<file path="config.mk">
export PLATFORM = sky130hd
export DESIGN_NAME = fetch_pc_ctrl
export DESIGN_NICKNAME = d
export VERILOG_FILES = /design/src/rtl/fetch_pc_ctrl.sv
export SDC_FILE = /design/constraint.sdc
export NUM_CORES = 1
export LEC_CHECK = 0
export BUFFER_PORTS_ARGS = -buffer_cell sky130_fd_sc_hd__buf_2
export CAP_MARGIN = 40
export CORE_MARGIN = 2
export CORE_UTILIZATION = 50
export DETAILED_ROUTE_END_ITERATION = 10
export GPL_ROUTABILITY_DRIVEN = 1
export HOLD_SLACK_MARGIN = 0.02
export PLACE_DENSITY_LB_ADDON = 0.08
export SYNTH_ARGS = -nofsm -noshare
export SYNTH_HDL_FRONTEND = slang
export SYNTH_SLANG_ARGS = --single-unit
</file>
<file path="constraint.sdc">
create_clock -name clk -period 6.85 [get_ports clk]
set_input_delay 0.685 -clock clk [delete_from_list [all_inputs] [get_ports clk]]
set_output_delay 0.685 -clock clk [all_outputs]
set_load 0.02 [all_outputs]
</file>
<file path="src/rtl/fetch_pc_ctrl.sv">
// rtl/fetch_pc_ctrl.sv - instruction-fetch PC sequencer with prediction queue
// One outstanding fetch; predicted-taken branches are queued in order for execute.
module fetch_pc_ctrl #(
  parameter logic [31:0] RESET_PC = 32'h0000_0000,
  parameter int          PQ_DEPTH = 4,
  parameter int          PQ_AW    = 2
) (
  input  logic             clk,
  input  logic             rstn,
  input  logic             hold,
  output logic             fetch_req,
  output logic [31:0]      fetch_pc,
  input  logic             fetch_ack,
  input  logic             pred_is_jump,
  input  logic [31:0]      pred_next_pc,
  input  logic             ex_redirect,
  input  logic [31:0]      ex_target,
  input  logic             ex_resolve,
  output logic             pq_head_valid,
  output logic [31:0]      pq_head_pc,
  output logic [31:0]      pq_head_target,
  output logic [PQ_AW:0]   pq_count,
  output logic             pq_full
);

  localparam logic [1:0]     S_BOOT  = 2'd0;
  localparam logic [1:0]     S_RUN   = 2'd1;
  localparam logic [1:0]     S_DRAIN = 2'd2;
  localparam logic [PQ_AW:0] LP_FULL = (PQ_AW+1)'(PQ_DEPTH);

  logic [1:0]       r_state;
  logic [31:0]      r_pc;
  logic [31:0]      r_target;
  logic             r_pending;
  logic [31:0]      r_pq_pc  [PQ_DEPTH];
  logic [31:0]      r_pq_tgt [PQ_DEPTH];
  logic [PQ_AW-1:0] r_wptr;
  logic [PQ_AW-1:0] r_rptr;
  logic [PQ_AW:0]   r_count;

  logic w_full;
  logic w_req;
  logic w_done;
  logic w_stall;
  logic w_push;
  logic w_pop;

  assign w_full = (r_count == LP_FULL);

  always_comb begin
    w_req = 1'b0;
    unique case (r_state)
      S_RUN:   w_req = r_pending | (~hold & ~w_full);
      S_DRAIN: w_req = 1'b1;
      default: w_req = 1'b0;
    endcase
  end

  assign w_done  = w_req & fetch_ack;
  assign w_stall = w_req & ~fetch_ack;
  assign w_push  = (r_state == S_RUN) & w_done & pred_is_jump & ~ex_redirect;
  assign w_pop   = ex_resolve & (r_count != '0) & ~ex_redirect;

  // A request issued but not acked in the redirect cycle must still be drained,
  // so fetch_pc stays stable for the memory until its response arrives.
  always_ff @(posedge clk or negedge rstn) begin
    if (!rstn) begin
      r_state   <= S_BOOT;
      r_pc      <= RESET_PC;
      r_target  <= '0;
      r_pending <= 1'b0;
    end else begin
      unique case (r_state)
        S_BOOT: begin
          r_state   <= S_RUN;
          r_pending <= 1'b0;
        end
        S_RUN: begin
          r_pending <= w_stall;
          if (ex_redirect) begin
            if (w_stall) begin
              r_state  <= S_DRAIN;
              r_target <= ex_target;
            end else begin
              r_pc <= ex_target;
            end
          end else if (w_done) begin
            r_pc <= pred_next_pc;
          end
        end
        S_DRAIN: begin
          r_pending <= w_stall;
          if (ex_redirect) r_target <= ex_target;
          if (fetch_ack) begin
            r_state <= S_RUN;
            r_pc    <= ex_redirect ? ex_target : r_target;
          end
        end
        default: begin
          r_state   <= S_BOOT;
          r_pending <= 1'b0;
        end
      endcase
    end
  end

  always_ff @(posedge clk or negedge rstn) begin
    if (!rstn) begin
      r_wptr  <= '0;
      r_rptr  <= '0;
      r_count <= '0;
      for (int i = 0; i < PQ_DEPTH; i++) begin
        r_pq_pc[i]  <= '0;
        r_pq_tgt[i] <= '0;
      end
    end else if (ex_redirect) begin
      r_wptr  <= '0;
      r_rptr  <= '0;
      r_count <= '0;
    end else begin
      if (w_push) begin
        r_pq_pc[r_wptr]  <= r_pc;
        r_pq_tgt[r_wptr] <= pred_next_pc;
        r_wptr           <= r_wptr + PQ_AW'(1);
      end
      if (w_pop) r_rptr <= r_rptr + PQ_AW'(1);
      unique case ({w_push, w_pop})
        2'b10:   r_count <= r_count + (PQ_AW+1)'(1);
        2'b01:   r_count <= r_count - (PQ_AW+1)'(1);
        default: r_count <= r_count;
      endcase
    end
  end

  assign fetch_req      = w_req;
  assign fetch_pc       = r_pc;
  assign pq_head_valid  = (r_count != '0);
  assign pq_head_pc     = r_pq_pc[r_rptr];
  assign pq_head_target = r_pq_tgt[r_rptr];
  assign pq_count       = r_count;
  assign pq_full        = w_full;

endmodule

</file>
* Word level (Yosys, flattened, before mapping)
Index checks and enable logic that the tools add are counted.
Storage, ports and cells: memory bits (read-only) 0, output and inout bits 102, register bits 330, bits in latches 0, input bits 71, RAM bits 0, memories 0
Operators by class: add/subtract/negate cells 4, $mul 0, shift-type cells 0, muxes and demuxes 31, bitwise operators 15, equal/unequal tests 10, order comparisons 3, div/mod/pow operators 0, reduce and logical (&&, ||, !) cells 12
Operator list (number):
- $mux 32 | 12
- $bwmux 128 | 2
- $bmux 32 s2 | 2
- $pmux 32 s2 | 2
- $demux 32 s2 | 1
- $mux 2 | 7
- $and 1x1->1 | 8
- $ge 3x3->1 const B | 2
- $ne 2x2->1 const B | 3
- $ne 3x3->1 const B | 2
- $not 2->3 | 2
- $pmux 2 s3 | 1
- $pmux 3 s2 | 1
- $reduce_and 3->1 | 2
- $reduce_bool 2->1 | 3
- $reduce_bool 3->1 | 2
- $add 2x1->2 const B | 2
- $eq 2x1->1 const B | 2
- $eq 2x2->1 const B | 2
- $not 1->1 | 4
- $reduce_and 4->1 | 1
- $add 3x1->3 const B | 1
- $eq 3x3->1 const B | 1
- $lt 3x1->1 const B | 1
- 9 further kinds | 9

* Longest topological paths before layout
Gate-level depths: netlist of run 1.
depth after elaboration 12, depth in mapped cells 11, mapped depth without buffers 10

* Least setup slack after synthesis of run 1
OpenSTA, ideal clock, no wires.
kind in2reg, start point input port ex_redirect, end point register r_count[2], in the netlist pq_count[2], required time 6715 ps, path buffers 3, cell stages on the path 8, library setup time 135 ps, arrival 2560 ps, path slack 4155 ps, path through clkbuf_1 -> buf_1 -> clkbuf_1 -> a211oi_1 -> fa_1 -> and3_1 -> a221oi_1 -> nand4b_1
Between the ends: word-level cells in the longest chain between the ends 5, elaborated cells between the ends (all ways) 8, classes of those cells eq/ne (2); mux (2); bitwise (3); reduce/logical (1)
Ends and longest elaborated chain:
- start: declaration | line 16 | input logic ex_redirect,
- $not 1->1 (no line)
- $and 1x1->1 (on tied branches) | line 62, 61
- $eq 2x1->1 / $eq 2x2->1 (equally long branches) | line 127 | unique case ({w_push, w_pop})
- $pmux 3 s2 | line 127
- $mux 3 | line 116 | end else if (ex_redirect) begin
- end signal: assignment | line 128 | 2'b10: r_count <= r_count + (PQ_AW+1)'(1);
- end signal: assignment | line 129 | 2'b01: r_count <= r_count - (PQ_AW+1)'(1);
- end signal: assignment | line 130 | default: r_count <= r_count;
- end: declaration | line 39 | logic [PQ_AW:0] r_count;
Several ways; a longest one is shown, not always the timed one. A chain may end at the register's enable or synchronous reset.

* Worst setup path after layout of run 1
start point register r_state[0], end point register r_pq_tgt[67] (netlist name)
Between the ends: word-level cells in the longest chain between the ends 7, elaborated cells between the ends (all ways) 8, classes of those cells eq/ne (2); mux (1); bitwise (4); reduce/logical (1)
Ends and longest elaborated chain:
- start: declaration | line 31 | logic [1:0] r_state;
- start signal: assignment | line 68 | r_state <= S_BOOT;
- start signal: assignment | line 75 | r_state <= S_RUN;
- start signal: assignment | line 82 | r_state <= S_DRAIN;
- $eq 2x2->1 / $eq 2x1->1 (equally long branches) | line 52, 61
- $pmux 1 s2 | line 52 | unique case (r_state)
- $and 1x1->1 | line 59 | assign w_done = w_req & fetch_ack;
- $and 1x1->1 * (3 in series) | line 61 | assign w_push = (r_state == S_RUN) & w_done & pred_is_jump & ~ex_redirect;
- $reduce_and 2->1 (no line) *
- end signal: indexed assignment | line 123 | r_pq_tgt[r_wptr] <= pred_next_pc;
- end: declaration | line 36 | logic [31:0] r_pq_tgt [PQ_DEPTH];
Mark *: on every way between the ends. The rest lies on a longest branch, timed or not.

==> results of run 1 <==
==> routing by layer <==
metal	global-route usage [%]	vias to the layer above	part of all wire, %
li1	-	3917	-
met1	31.9	4534	48
met2	32.4	176	45
met3	4.48	49	5.3
met4	5.91	8	1.9
met5	0	-	0.19
==> kinds of logic (layout without fill, tap and decap cells) <==
| family | Yosys count | in the layout | share of synthesized area, % |
|---|---|---|---|
| muxes | 417 | 417 | 36.3 |
| DFF | 330 | 330 | 54.6 |
| and+or+nand+nor | 80 | 80 | 2.92 |
| buffers and inverters | 71 | 258 | 2.74 |
| AOI/OAI and AO/OA | 58 | 58 | 2.42 |
| adders and majority gates | 10 | 10 | 0.877 |
| xor gates and xnor gates | 2 | 2 | 0.116 |
| other | 0 | 6 | 0 |
==> worst max-delay path, delay by kind of cell, from the launching register on <==
family          cells  cell delay [ns]
compound gates      2             0.74
simple gates        1             0.53
fa+ha+maj           1             0.18
mux                 1             0.41
flops               1             0.42
buf+inv             3             1.40
==> synthesized netlist by cell type (2+ instances only) <==
cell | number | share of area [%]
sky130_fd_sc_hd__dfrtp_1 | 330 | 55
sky130_fd_sc_hd__mux2_2 | 270 | 20
sky130_fd_sc_hd__mux4_2 | 64 | 9.5
sky130_fd_sc_hd__nand2_1 | 37 | 0.92
sky130_fd_sc_hd__o21ai_0 | 35 | 1.2
sky130_fd_sc_hd__mux2i_1 | 33 | 2.2
sky130_fd_sc_hd__mux2_4 | 30 | 3.0
sky130_fd_sc_hd__mux2_1 | 20 | 1.5
sky130_fd_sc_hd__buf_2 | 19 | 0.63
sky130_fd_sc_hd__clkbuf_1 | 15 | 0.37
sky130_fd_sc_hd__buf_4 | 13 | 0.65
sky130_fd_sc_hd__buf_6 | 10 | 0.74
sky130_fd_sc_hd__ha_1 | 9 | 0.74
sky130_fd_sc_hd__inv_1 | 8 | 0.20
sky130_fd_sc_hd__nor2_1 | 7 | 0.17
sky130_fd_sc_hd__buf_1 | 6 | 0.15
sky130_fd_sc_hd__nand4_1 | 6 | 0.25
sky130_fd_sc_hd__o211ai_1 | 5 | 0.25
sky130_fd_sc_hd__a21oi_1 | 4 | 0.13
sky130_fd_sc_hd__nand3_1 | 4 | 0.13
sky130_fd_sc_hd__nor2b_1 | 4 | 0.17
sky130_fd_sc_hd__nand2b_1 | 3 | 0.12
sky130_fd_sc_hd__and3_1 | 2 | 0.083
sky130_fd_sc_hd__nand3_4 | 2 | 0.23
sky130_fd_sc_hd__nor3_1 | 2 | 0.066
sky130_fd_sc_hd__nor4_1 | 2 | 0.083
==> state kept, by name, indices dropped and copies added, names as in the netlist <==
signal / flops
r_target: 32
r_pq_tgt: 128
r_rptr: 2
r_pq_pc: 128
fetch_pc: 32
r_pending: 1
r_state: 2
r_wptr: 2
pq_count: 3
==> metrics by stage <==
step	cell area, um^2	std cells	utilization, %	hold slack [ns]	power (W)
3_3_place_gp	16200	1478	54.5	0.466	0.00487
3_5_place_dp	16200	1479	54.6	0.473	0.00491
6_report	17500	1551	58.9	0.259	0.00686
4_1_cts	17500	1545	58.9	0.280	0.00696
5_1_grt	17500	1549	58.9	0.325	0.00723
2_1_floorplan	15100	968	-	0.389	0.00423
==> layout by cell type, fill, tap and decap left out, types with 2 or more instances in the layout <==
cell type	count
sky130_fd_sc_hd__a21oi_1	4
sky130_fd_sc_hd__buf_12	2
sky130_fd_sc_hd__buf_2	171
sky130_fd_sc_hd__buf_4	10
sky130_fd_sc_hd__bufinv_16	2
sky130_fd_sc_hd__clkbuf_1	11
sky130_fd_sc_hd__clkbuf_16	41
sky130_fd_sc_hd__clkbuf_8	8
sky130_fd_sc_hd__clkinv_2	3
sky130_fd_sc_hd__dfrtp_1	328
sky130_fd_sc_hd__diode_2	6
sky130_fd_sc_hd__ha_1	8
sky130_fd_sc_hd__inv_1	8
sky130_fd_sc_hd__mux2_1	20
sky130_fd_sc_hd__mux2_2	270
sky130_fd_sc_hd__mux2_4	30
sky130_fd_sc_hd__mux2i_1	33
sky130_fd_sc_hd__mux4_2	64
sky130_fd_sc_hd__nand2_1	37
sky130_fd_sc_hd__nand2b_1	3
sky130_fd_sc_hd__nand3_1	4
sky130_fd_sc_hd__nand3_4	3
sky130_fd_sc_hd__nand4_1	6
sky130_fd_sc_hd__nor2_1	6
sky130_fd_sc_hd__nor2b_1	4
sky130_fd_sc_hd__nor3_1	2
sky130_fd_sc_hd__nor4_1	2
sky130_fd_sc_hd__o211ai_1	5
sky130_fd_sc_hd__o21ai_0	35
==> cell type report <==
class	instances	area, um^2
clock buffer	60	1180
timing repair buffer	184	986
clock inverter	6	83.8
inverter	8	30.0
tap	390	488
multi-input combinational	567	6460
fill	2379	12200
antenna	6	15.0
sequential	330	8260
==> power groups by stage <==
stage	clock (W)	sequential [W]	combinational [W]
after floorplan	0	0.00268	0.00155
after global placement	0	0.00273	0.00214
after detailed placement	0	0.00274	0.00217
after CTS	0.00207	0.00271	0.00217
after global routing	0.00216	0.00278	0.00230
final	0.00201	0.00271	0.00214
==> worst paths after layout <==
| kind | start | cells after the start | endpoint |
|---|---|---|---|
| max in group asynchronous | rstn | 2 | r_pq_tgt[7]$_DFFE_PN0P_ |
| worst max-delay path | r_state[0]$_DFFE_PN0P_ | 8 | r_pq_tgt[67]$_DFFE_PN0P_ |
| min in group clk | ex_target[23] | 2 | r_target[23]$_DFFE_PN0P_ |
| worst min register to register | r_pq_pc[77]$_DFFE_PN0P_ | 1 | r_pq_pc[77]$_DFFE_PN0P_ |
| worst max register to register | r_state[0]$_DFFE_PN0P_ | 8 | r_pq_tgt[67]$_DFFE_PN0P_ |
| worst min-delay path | rstn | 1 | r_pq_pc[52]$_DFFE_PN0P_ |
==> out/metrics.json, run 1 <==
{
  "run_status": "completed",
  "hpwlAfterDp_mm": 20.9,
  "period_minus_slack_ns": 3.85,
  "die_y_um": 178,
  "setup_repair_after_global_routing_missed_its_margin": "no",
  "cts_setup_buffers": 0,
  "timing.critical_path.cells": "inv_1 > ha_2 > buf_4 > o2111a_1 > a21o_1 > and3_2 > buf_4 > mux2_2",
  "synth.yosys.warnings": 0,
  "clock-skew-final_ns": 0.0128,
  "clock_buffer_depth": 3,
  "cts.sinks": 330,
  "combPwrFrac_pct": 31.2,
  "critPathMaxStageDelay_ns": 0.72,
  "routed_wirelength_mm": 33.1,
  "num_vias": 8684,
  "worstMarginPinSlew_ns": 0.969,
  "clk_pin_slew_worst_paths_ns": 0.06,
  "overflow": 0,
  "power_share_of_the_clock_group_pct": 29.3,
  "gp_routability_congestion": 0.786,
  "pin_count": 173,
  "synth-seq-cells": 330,
  "clockRootBuffer": "sky130_fd_sc_hd__clkbuf_16",
  "netlist_area_um2": 15100,
  "worstPathRequired_ns": 7.25,
  "design.final.nets": 1210,
  "clock_tree.htree_level_count": 2,
  "cts_resized": 0,
  "r2r_slack_ns": 3.00,
  "setup_viol": 0,
  "hold_violations": 0,
  "tns_ns": 0,
  "postSynthCellCount": 968,
  "die_w_um": 178,
  "floorplan.rows": 63,
  "seq_power_share_pct": 39.5,
  "globalRouteTotalUtil_pct": 21.5,
  "synth-async-reset-ratio_pct": 100,
  "timing.critical_path.mode_cell": "sky130_fd_sc_hd__buf_4",
  "synth_sequential_area_ratio_pct": 54.6,
  "timing.fmax_ghz": 0.260,
  "tritoncts.num_buffers": 38,
  "worstHoldPathType": "input pin to async pin",
  "avgViaCountPerCell": 5.60,
  "synth_cell_type_count": 54,
  "wl_per_cell_um": 21.3,
  "layout-drive-gt1-share_pct": 53.4,
  "drv_slew": 0,
  "area_growth_synth_to_finish_pct": 15.8,
  "drtAntennaViolNets": 0,
  "netSwitchingPower_w": 0.00222,
  "setup.worst_path.end_class": "flop",
  "syn_avg_cell_area_um2": 15.6,
  "max_cap_violations": 0,
  "synth-edff-count": 0,
  "post_cts_hold_buffer_count": 0,
  "initial_antenna_violation_count": 10,
  "core_region_area_um2": 29700,
  "port_buffers": 172,
  "maximum_number_of_pins_on_one_net_before_global_route_repair": 161,
  "postLayoutSetupSlackWorst_ns": 3.00,
  "maxSlewHeadroom_pct": 35.4,
  "detail_route.iter0.violations": 525,
  "vdd_drop_max_mv": 0.163,
  "detail_route.drc_violations": 0,
  "drt_first_pass_iters": 4,
  "grt_first_pass_wirelength_mm": 52.1,
  "cts_tree": "done",
  "number_of_global_route_vias_before_repair": 9011,
  "layout_worst_path_cycle_share_pct": 56.2,
  "p_int_w": 0.00465,
  "power_switching_share_pct": 32.3,
  "floorplan.die_area_um2": 31600,
  "static-leakage-power_nw": 8.52,
  "critical_path_class": "flop to flop",
  "powerDensity_nw_per_um2": 392,
  "post_synth_top_flop": "sky130_fd_sc_hd__dfrtp_1",
  "worst_setup_path_start_kind": "flop",
  "critical_path.slowest_cell": "sky130_fd_sc_hd__buf_4",
  "worst-path-max-fanout": 51,
  "initial_utilization_pct": 50.9,
  "clk_latency_ns": 0.52,
  "placement_stage_worst_setup_slack_ns": 2.95,
  "cp_data_arrival_time_ns": 4.24,
  "synth_nets": 1049
}
Power figures use the tool's default switching activity.
==> inputs of run 2 (changes only) <==
- ABC_AREA: not set -> 1
- clock period: 6.85 -> 3.39 ns (I/O delays scaled with it)
==> run 2 against run 1 <==
Count of clock-buffer cells in the layout down 5. Global-route usage rose by 6.3 points. Via count increased by 54%. Worst setup slack lost 2.5 ns. Synthesized cell count increased by 96%. Die area up 1.3%. Largest cell class unchanged. Routed wire length increased by 33%. Combinational power is 150% higher. Sequential cell count unchanged. Area after synthesis grew 1.3%. Clock power rose by 100%.
==> out/metrics.json, run 2 <==
{
  "p_int_w": 0.00867,
  "layout-drive-gt1-share_pct": 13.5,
  "setup_viol": 0,
  "synth-async-reset-ratio_pct": 100,
  "crit-reg2reg-capture": "fetch_pc[30]$_DFFE_PN0P_",
  "synth_sequential_area_ratio_pct": 53.9,
  "detail_route.iter0.violations": 1518,
  "multiInputGateArea_um2": 6150,
  "clock-skew-final_ns": 0.0118,
  "design.final.nets": 2085,
  "hold-path-cell-count": 2,
  "r2r_start": "r_state[1]$_DFFE_PN0P_",
  "floorplan.rows": 64,
  "top_regs": "r_pq_pc: 128 flops, r_pq_tgt: 128 flops",
  "critPathMaxStageDelay_ns": 0.62,
  "powerDensity_nw_per_um2": 825,
  "timing.critical_path.buf_inv": 3,
  "pin_count": 173,
  "synth_top_area_share_pct": 53.9,
  "overflow": 0,
  "max_cap_violations": 0,
  "routed_wirelength_mm": 43.9,
  "die_y_um": 179,
  "worst_setup_path_start_kind": "flop",
  "worstPathRequired_ns": 3.05,
  "layout_worst_path_cycle_share_pct": 84.5,
  "fin_hold_ws_ns": 0.0911,
  "die_w_um": 179,
  "hold_path_startpoint": "fetch_ack",
  "drt_first_pass_iters": 5,
  "placed_cell_area_um2": 16400,
  "clock_buffer_depth": 3,
  "post_synth_most_frequent_cells": "608 x sky130_fd_sc_hd__nand2_1, 330 x sky130_fd_sc_hd__dfrtp_1, 256 x sky130_fd_sc_hd__o21ai_1, 164 x sky130_fd_sc_hd__o21ai_0, 137 x sky130_fd_sc_hd__nor2_1",
  "num_vias": 13334,
  "cts.sinks": 330,
  "n_fill_cell": 2849,
  "layout.cells.most_common_list": "604 x sky130_fd_sc_hd__nand2_1, 328 x sky130_fd_sc_hd__dfrtp_1, 256 x sky130_fd_sc_hd__o21ai_1, 171 x sky130_fd_sc_hd__buf_2, 164 x sky130_fd_sc_hd__o21ai_0",
  "vdd_drop_max_mv": 0.616,
  "worstHoldPathType": "input pin to flop",
  "worstMarginPinSlew_ns": 0.834,
  "netSwitchingPower_w": 0.00587,
  "synth-seq-cells": 330,
  "period_minus_slack_ns": 2.87,
  "core_region_area_um2": 30300,
  "synth_cell_type_count": 24,
  "static-leakage-power_nw": 8.97,
  "post_synth_top_flop": "sky130_fd_sc_hd__dfrtp_1",
  "ranking_of_synthesized_cells_by_area": "sky130_fd_sc_hd__dfrtp_1 54%, sky130_fd_sc_hd__nand2_1 15%, sky130_fd_sc_hd__o21ai_1 8.4%",
  "synth_nets": 1983,
  "hold_violations": 0,
  "tns_ns": 0,
  "worstHoldEndpoint": "r_pending$_DFF_PN0_",
  "ff2ff_path_depth": 12,
  "post-place-cells": 2360,
  "run_status": "completed",
  "worst-path-max-fanout": 44,
  "initial_antenna_violation_count": 5,
  "drv_slew": 0,
  "globalRouteTotalUtil_pct": 27.8,
  "cts_tree": "done",
  "detail_route.drc_violations": 0,
  "layoutNonFillerInstCount": 2431,
  "syn_avg_cell_area_um2": 8.05,
  "grt_first_pass_wirelength_mm": 69.0,
  "tritoncts.num_buffers": 37,
  "seq_power_share_pct": 35.4,
  "drtAntennaViolNets": 0,
  "clk_pin_slew_worst_paths_ns": 0.06,
  "power_switching_share_pct": 40.4,
  "synth.yosys.warnings": 0,
  "combPwrFrac_pct": 36.7,
  "cp_data_arrival_time_ns": 2.53,
  "yosysMostFrequentCell": "sky130_fd_sc_hd__nand2_1",
  "critical_path.top_delay_family": "buffers and inverters",
  "clockRootBuffer": "sky130_fd_sc_hd__clkbuf_16",
  "number_of_global_route_vias_before_repair": 12331,
  "timing.critical_path.cells": "inv_2 > buf_12 > o21ai_0 > o22ai_1 > buf_2",
  "cts_setup_buffers": 0,
  "postSynthCellCount": 1902,
  "area_growth_synth_to_finish_pct": 15.2,
  "floorplan.die_area_um2": 32100,
  "clock_tree.htree_level_count": 2,
  "setup.worst_path.end_class": "output port",
  "critical_path.slowest_cell": "sky130_fd_sc_hd__dfrtp_2",
  "r2r_slack_ns": 0.88,
  "avgViaCountPerCell": 5.48,
  "maximum_number_of_pins_on_one_net_before_global_route_repair": 129,
  "timing.fmax_ghz": 0.349,
  "wl_per_cell_um": 18.1,
  "power_share_of_the_clock_group_pct": 27.9,
  "layout.cells.most_common": "sky130_fd_sc_hd__nand2_1",
  "gp_routability_congestion": 0.857,
  "cp_num_cells": 5,
  "hpwlAfterDp_mm": 27.8,
  "synth-edff-count": 0,
  "initial_utilization_pct": 50.5,
  "maxSlewHeadroom_pct": 44.4,
  "synth.largest_area_cell": "sky130_fd_sc_hd__dfrtp_1",
  "sequential_cell_area_um2": 8260,
  "setup_repair_after_global_routing_missed_its_margin": "no",
  "postLayoutCellArea_um2": 17600,
  "netlist_area_um2": 15300,
  "port_buffers": 172,
  "clk_latency_ns": 0.52,
  "critical_path_class": "flop to output port"
}
-- run 2: cell count changes after synthesis, sizes merged, moves of 29 or more --
cell / previous run / this run
nand2: 37 / 610
o21ai: 35 / 420
mux2: 320 / 0
nor2: 7 / 139
inv: 8 / 83
nand3: 7 / 72
mux4: 64 / 0
o22ai: 1 / 64
clkbuf: 15 / 59
mux2i: 33 / 0
o21a: 0 / 32
buf: 48 / 77
-- run 2: cell type report --
class / instances / area share (%)
antenna: 4 / 0.0567
clock buffer: 55 / 6.38
clock inverter: 11 / 0.617
inverter: 83 / 1.77
multi-input combinational: 1353 / 34.9
sequential: 330 / 46.8
tap: 396 / 2.81
timing repair buffer: 199 / 6.67
-- run 2: metrics by stage --
| step | utilization, % | total power [W] | setup slack (ns) |
|---|---|---|---|
| global route | 58.1 | 0.0155 | 0.426 |
| CTS | 58.1 | 0.0146 | 0.536 |
| floorplan | - | 0.00872 | 1.27 |
| finish | 58.1 | 0.0145 | 0.524 |
| global placement | 54.0 | 0.0105 | 0.971 |
| detailed placement | 54.0 | 0.0105 | 0.871 |
-- run 2: layer usage --
metal  global-route usage, %  routed length, um  vias to the layer above
met3                    3.99               2850                       80
met5                       0                 11                        -
met2                    43.2              19900                      452
li1                        -                  -                     6447
met1                    40.2              19700                     6353
met4                    9.38               1470                        2
-- run 2: worst max path at each step --
stage | from | end | slack [ns]
finish | r_rptr[1]$_DFFE_PN0P_ | pq_head_pc[0] | 0.52
global route | r_rptr[1]$_DFFE_PN0P_ | pq_head_pc[0] | 0.43
CTS | r_rptr[1]$_DFFE_PN0P_ | pq_head_pc[0] | 0.54
detailed placement | r_state[1]$_DFFE_PN0P_ | fetch_pc[30]$_DFFE_PN0P_ | 0.87
global placement | r_state[1]$_DFFE_PN0P_ | fetch_pc[25]$_DFFE_PN0P_ | 0.97
floorplan | r_state[0]$_DFFE_PN0P_ | pq_count[2]$_DFFE_PN0P_ | 1.27
-- run 2: kinds of logic after synthesis --
group	after synthesis	synth area share (%)
XOR/XNOR	1	0.0572
buffers and inverters	219	6.16
adder cells (fa/ha/maj)	10	0.866
AO/OA/AOI/OAI	520	18.1
AND/OR/NAND/NOR	822	20.9
flip-flops	330	53.9
-- run 2: what timing repair did --
action                                 CTS  global route
hold buffers                             1             0
gates resized for setup                  0             0
setup endpoints to repair                0             0
endpoints found under the hold margin   91             0
-- run 2: power by group through the flow --
stage	clock, W	combinational [W]	sequential, W
after floorplan	0	0.00352	0.00520
after global placement	0	0.00528	0.00519
after detailed placement	0	0.00534	0.00520
after CTS	0.00413	0.00536	0.00514
after global routing	0.00430	0.00596	0.00521
final	0.00406	0.00534	0.00515
==> inputs of run 3 (changes only) <==
- clock period: 3.39 -> 2.4 ns (I/O delays scaled with it)
==> run 3 against run 2 <==
Combinational power grew 49%. Sequential share of layout area shrank 0.65 points. Register-to-register slack lost 0.74 ns. Clock skew shrank 0.0017 ns. Utilization grew 0.84 points. Count of clock-buffer cells in the layout shrank 6. Cell count grew 0.70%. Clock power grew 34%. Die area is the same. Sequential cell count is the same. Via count grew 1.4%. Critical path depth is the same. Critical path type unchanged. Largest power group unchanged.
==> out/metrics.json, run 3 (synthesized netlist as in run 2, its figures left out) <==
{
  "run_status": "completed",
  "hpwlAfterDp_mm": 28.2,
  "floorplan.die_area_um2": 32100,
  "critical_path_class": "flop to output port",
  "detail_route.drc_violations": 0,
  "worstHoldPathType": "input pin to flop",
  "layoutNonFillerInstCount": 2448,
  "setup.worst_path.end_class": "output port",
  "initial_utilization_pct": 50.5,
  "number_of_global_route_vias_before_repair": 12430,
  "drt_first_pass_iters": 5,
  "critical_path.top_delay_family": "flip-flops",
  "period_minus_slack_ns": 2.35,
  "layout.cells.most_common": "sky130_fd_sc_hd__nand2_1",
  "cts_tree": "done",
  "static-leakage-power_nw": 9.09,
  "routed_wirelength_mm": 44.8,
  "postLayoutSetupSlackWorst_ns": 0.0495,
  "powerDensity_nw_per_um2": 1150,
  "clk_pin_slew_worst_paths_ns": 0.06,
  "crit-reg2reg-capture": "r_pq_pc[105]$_DFFE_PN0P_",
  "core_region_area_um2": 30300,
  "layout.cells.most_common_list": "604 x sky130_fd_sc_hd__nand2_1, 328 x sky130_fd_sc_hd__dfrtp_1, 256 x sky130_fd_sc_hd__o21ai_1, 170 x sky130_fd_sc_hd__buf_2, 164 x sky130_fd_sc_hd__o21ai_0",
  "overflow": 0,
  "hold_violations": 0,
  "tns_ns": 0,
  "gp_routability_congestion": 0.862,
  "avgViaCountPerCell": 5.53,
  "timing.critical_path.cells": "inv_2 > buf_12 > o21ai_0 > o22ai_1 > buf_4",
  "clock_buffer_depth": 3,
  "maximum_number_of_pins_on_one_net_before_global_route_repair": 129,
  "fin_hold_ws_ns": 0.0679,
  "max_cap_violations": 0,
  "layout-drive-gt1-share_pct": 14.6,
  "setup_repair_after_global_routing_missed_its_margin": "no",
  "port_buffers": 172,
  "post-place-cells": 2377,
  "initial_antenna_violation_count": 5,
  "r2r_slack_ns": 0.14,
  "worstHoldEndpoint": "r_pq_tgt[21]$_DFFE_PN0P_",
  "timing.fmax_ghz": 0.425,
  "drv_slew": 0,
  "worst-path-max-fanout": 46,
  "wl_per_cell_um": 18.3,
  "hold-path-cell-count": 3,
  "pin_count": 173,
  "worstMarginPinSlew_ns": 0.642,
  "clock-skew-final_ns": 0.0101,
  "globalRouteTotalUtil_pct": 28.0,
  "floorplan.rows": 64,
  "timing.critical_path.buf_inv": 3,
  "drtAntennaViolNets": 0,
  "hold_path_startpoint": "pred_next_pc[21]",
  "r2r_start": "r_state[0]$_DFFE_PN0P_",
  "die_y_um": 179,
  "grt_first_pass_wirelength_mm": 69.8,
  "maxSlewHeadroom_pct": 57.2,
  "ff2ff_path_depth": 10,
  "worstPathRequired_ns": 2.16,
  "worst_setup_path_start_kind": "flop",
  "design.final.nets": 2108,
  "critPathMaxStageDelay_ns": 0.59,
  "area_growth_synth_to_finish_pct": 16.8,
  "placement_stage_worst_setup_slack_ns": 0.0738,
  "power_total_w": 0.0206,
  "n_fill_cell": 2815,
  "setup_viol": 0,
  "detail_route.iter0.violations": 1313,
  "clk_latency_ns": 0.51,
  "cp_data_arrival_time_ns": 2.11,
  "num_vias": 13526,
  "vdd_drop_max_mv": 0.688,
  "die_w_um": 179,
  "clockRootBuffer": "sky130_fd_sc_hd__clkbuf_16",
  "cts.sinks": 330,
  "layout_worst_path_cycle_share_pct": 97.9,
  "tritoncts.num_buffers": 37,
  "critical_path.slowest_cell": "sky130_fd_sc_hd__dfrtp_4",
  "clock_tree.htree_level_count": 2,
  "top_regs": "r_pq_pc: 128 flops, r_pq_tgt: 128 flops"
}
run 3: worst max path at each step:
stage,startpoint,endpoint,slack (ns),cells after the start
2_1_floorplan,r_state[0]$_DFFE_PN0P_,pq_count[2]$_DFFE_PN0P_,0.28,14
3_3_place_gp,r_state[0]$_DFFE_PN0P_,pq_count[2]$_DFFE_PN0P_,0.16,14
3_5_place_dp,r_state[0]$_DFFE_PN0P_,pq_count[2]$_DFFE_PN0P_,0.07,14
4_1_cts,r_rptr[0]$_DFFE_PN0P_,pq_head_pc[6],0.006,5
5_1_grt,r_rptr[1]$_DFFE_PN0P_,pq_head_target[17],0.001,5
6_report,r_rptr[1]$_DFFE_PN0P_,pq_head_target[29],0.05,5
run 3: what timing repair did:
| action | CTS | global route |
|---|---|---|
| gates resized for setup | 1 | 11 |
| endpoints found under the setup margin | 8 | 55 |
| gates cloned | 0 | 1 |
| endpoints found under the hold margin | 58 | 0 |
| buffers inserted | 1 | 3 |
| pin swaps | 0 | 2 |
| hold buffers | 2 | 0 |
run 3: final cells by class:
cell class,instances,area [um^2],area share (%)
clock inverter,11,91.3,0.510
inverter,83,317,1.77
timing repair buffer,222,1470,8.23
tap,396,495,2.77
sequential,330,8270,46.2
antenna,4,10.0,0.0559
multi-input combinational,1353,6180,34.5
clock buffer,49,1060,5.94
run 3: stage by stage:
stage / area, um^2 / util, %
after floorplan: 15300 / -
after global placement: 16600 / 54.7
after detailed placement: 16600 / 54.7
after CTS: 17800 / 58.6
after global routing: 17900 / 59.0
final: 17900 / 59.0
run 3: metal layers:
metal  vias up  routed length [um]  track usage, %
li1       6509                   -               -
met1      6462               19900            40.3
met2       475               20300            42.6
met3        78                3000            4.52
met4         2                1660            10.9
met5         -                  13               0
run 3: power breakdown:
part	total [W]	leakage [nW]	internal [W]	switching [W]
registers	0.00724	4.49	0.00649	0.000749
clock network	0.00543	0.565	0.00321	0.00223
logic	0.00795	4.03	0.00255	0.00540
total	0.0206	9.09	0.0123	0.00838
run 3: worst register-to-register path, cell delays in order (launching register included):
cell and delay [ns]:
sky130_fd_sc_hd__dfrtp_1 0.40, sky130_fd_sc_hd__inv_1 0.09, sky130_fd_sc_hd__ha_1 0.29, sky130_fd_sc_hd__inv_1 0.06, sky130_fd_sc_hd__nor2_4 0.13, sky130_fd_sc_hd__nand4_4 0.15
sky130_fd_sc_hd__nor2_4 0.35, sky130_fd_sc_hd__nand2_4 0.10, sky130_fd_sc_hd__buf_12 0.24, sky130_fd_sc_hd__nand2_1 0.25, sky130_fd_sc_hd__o21ai_1 0.07
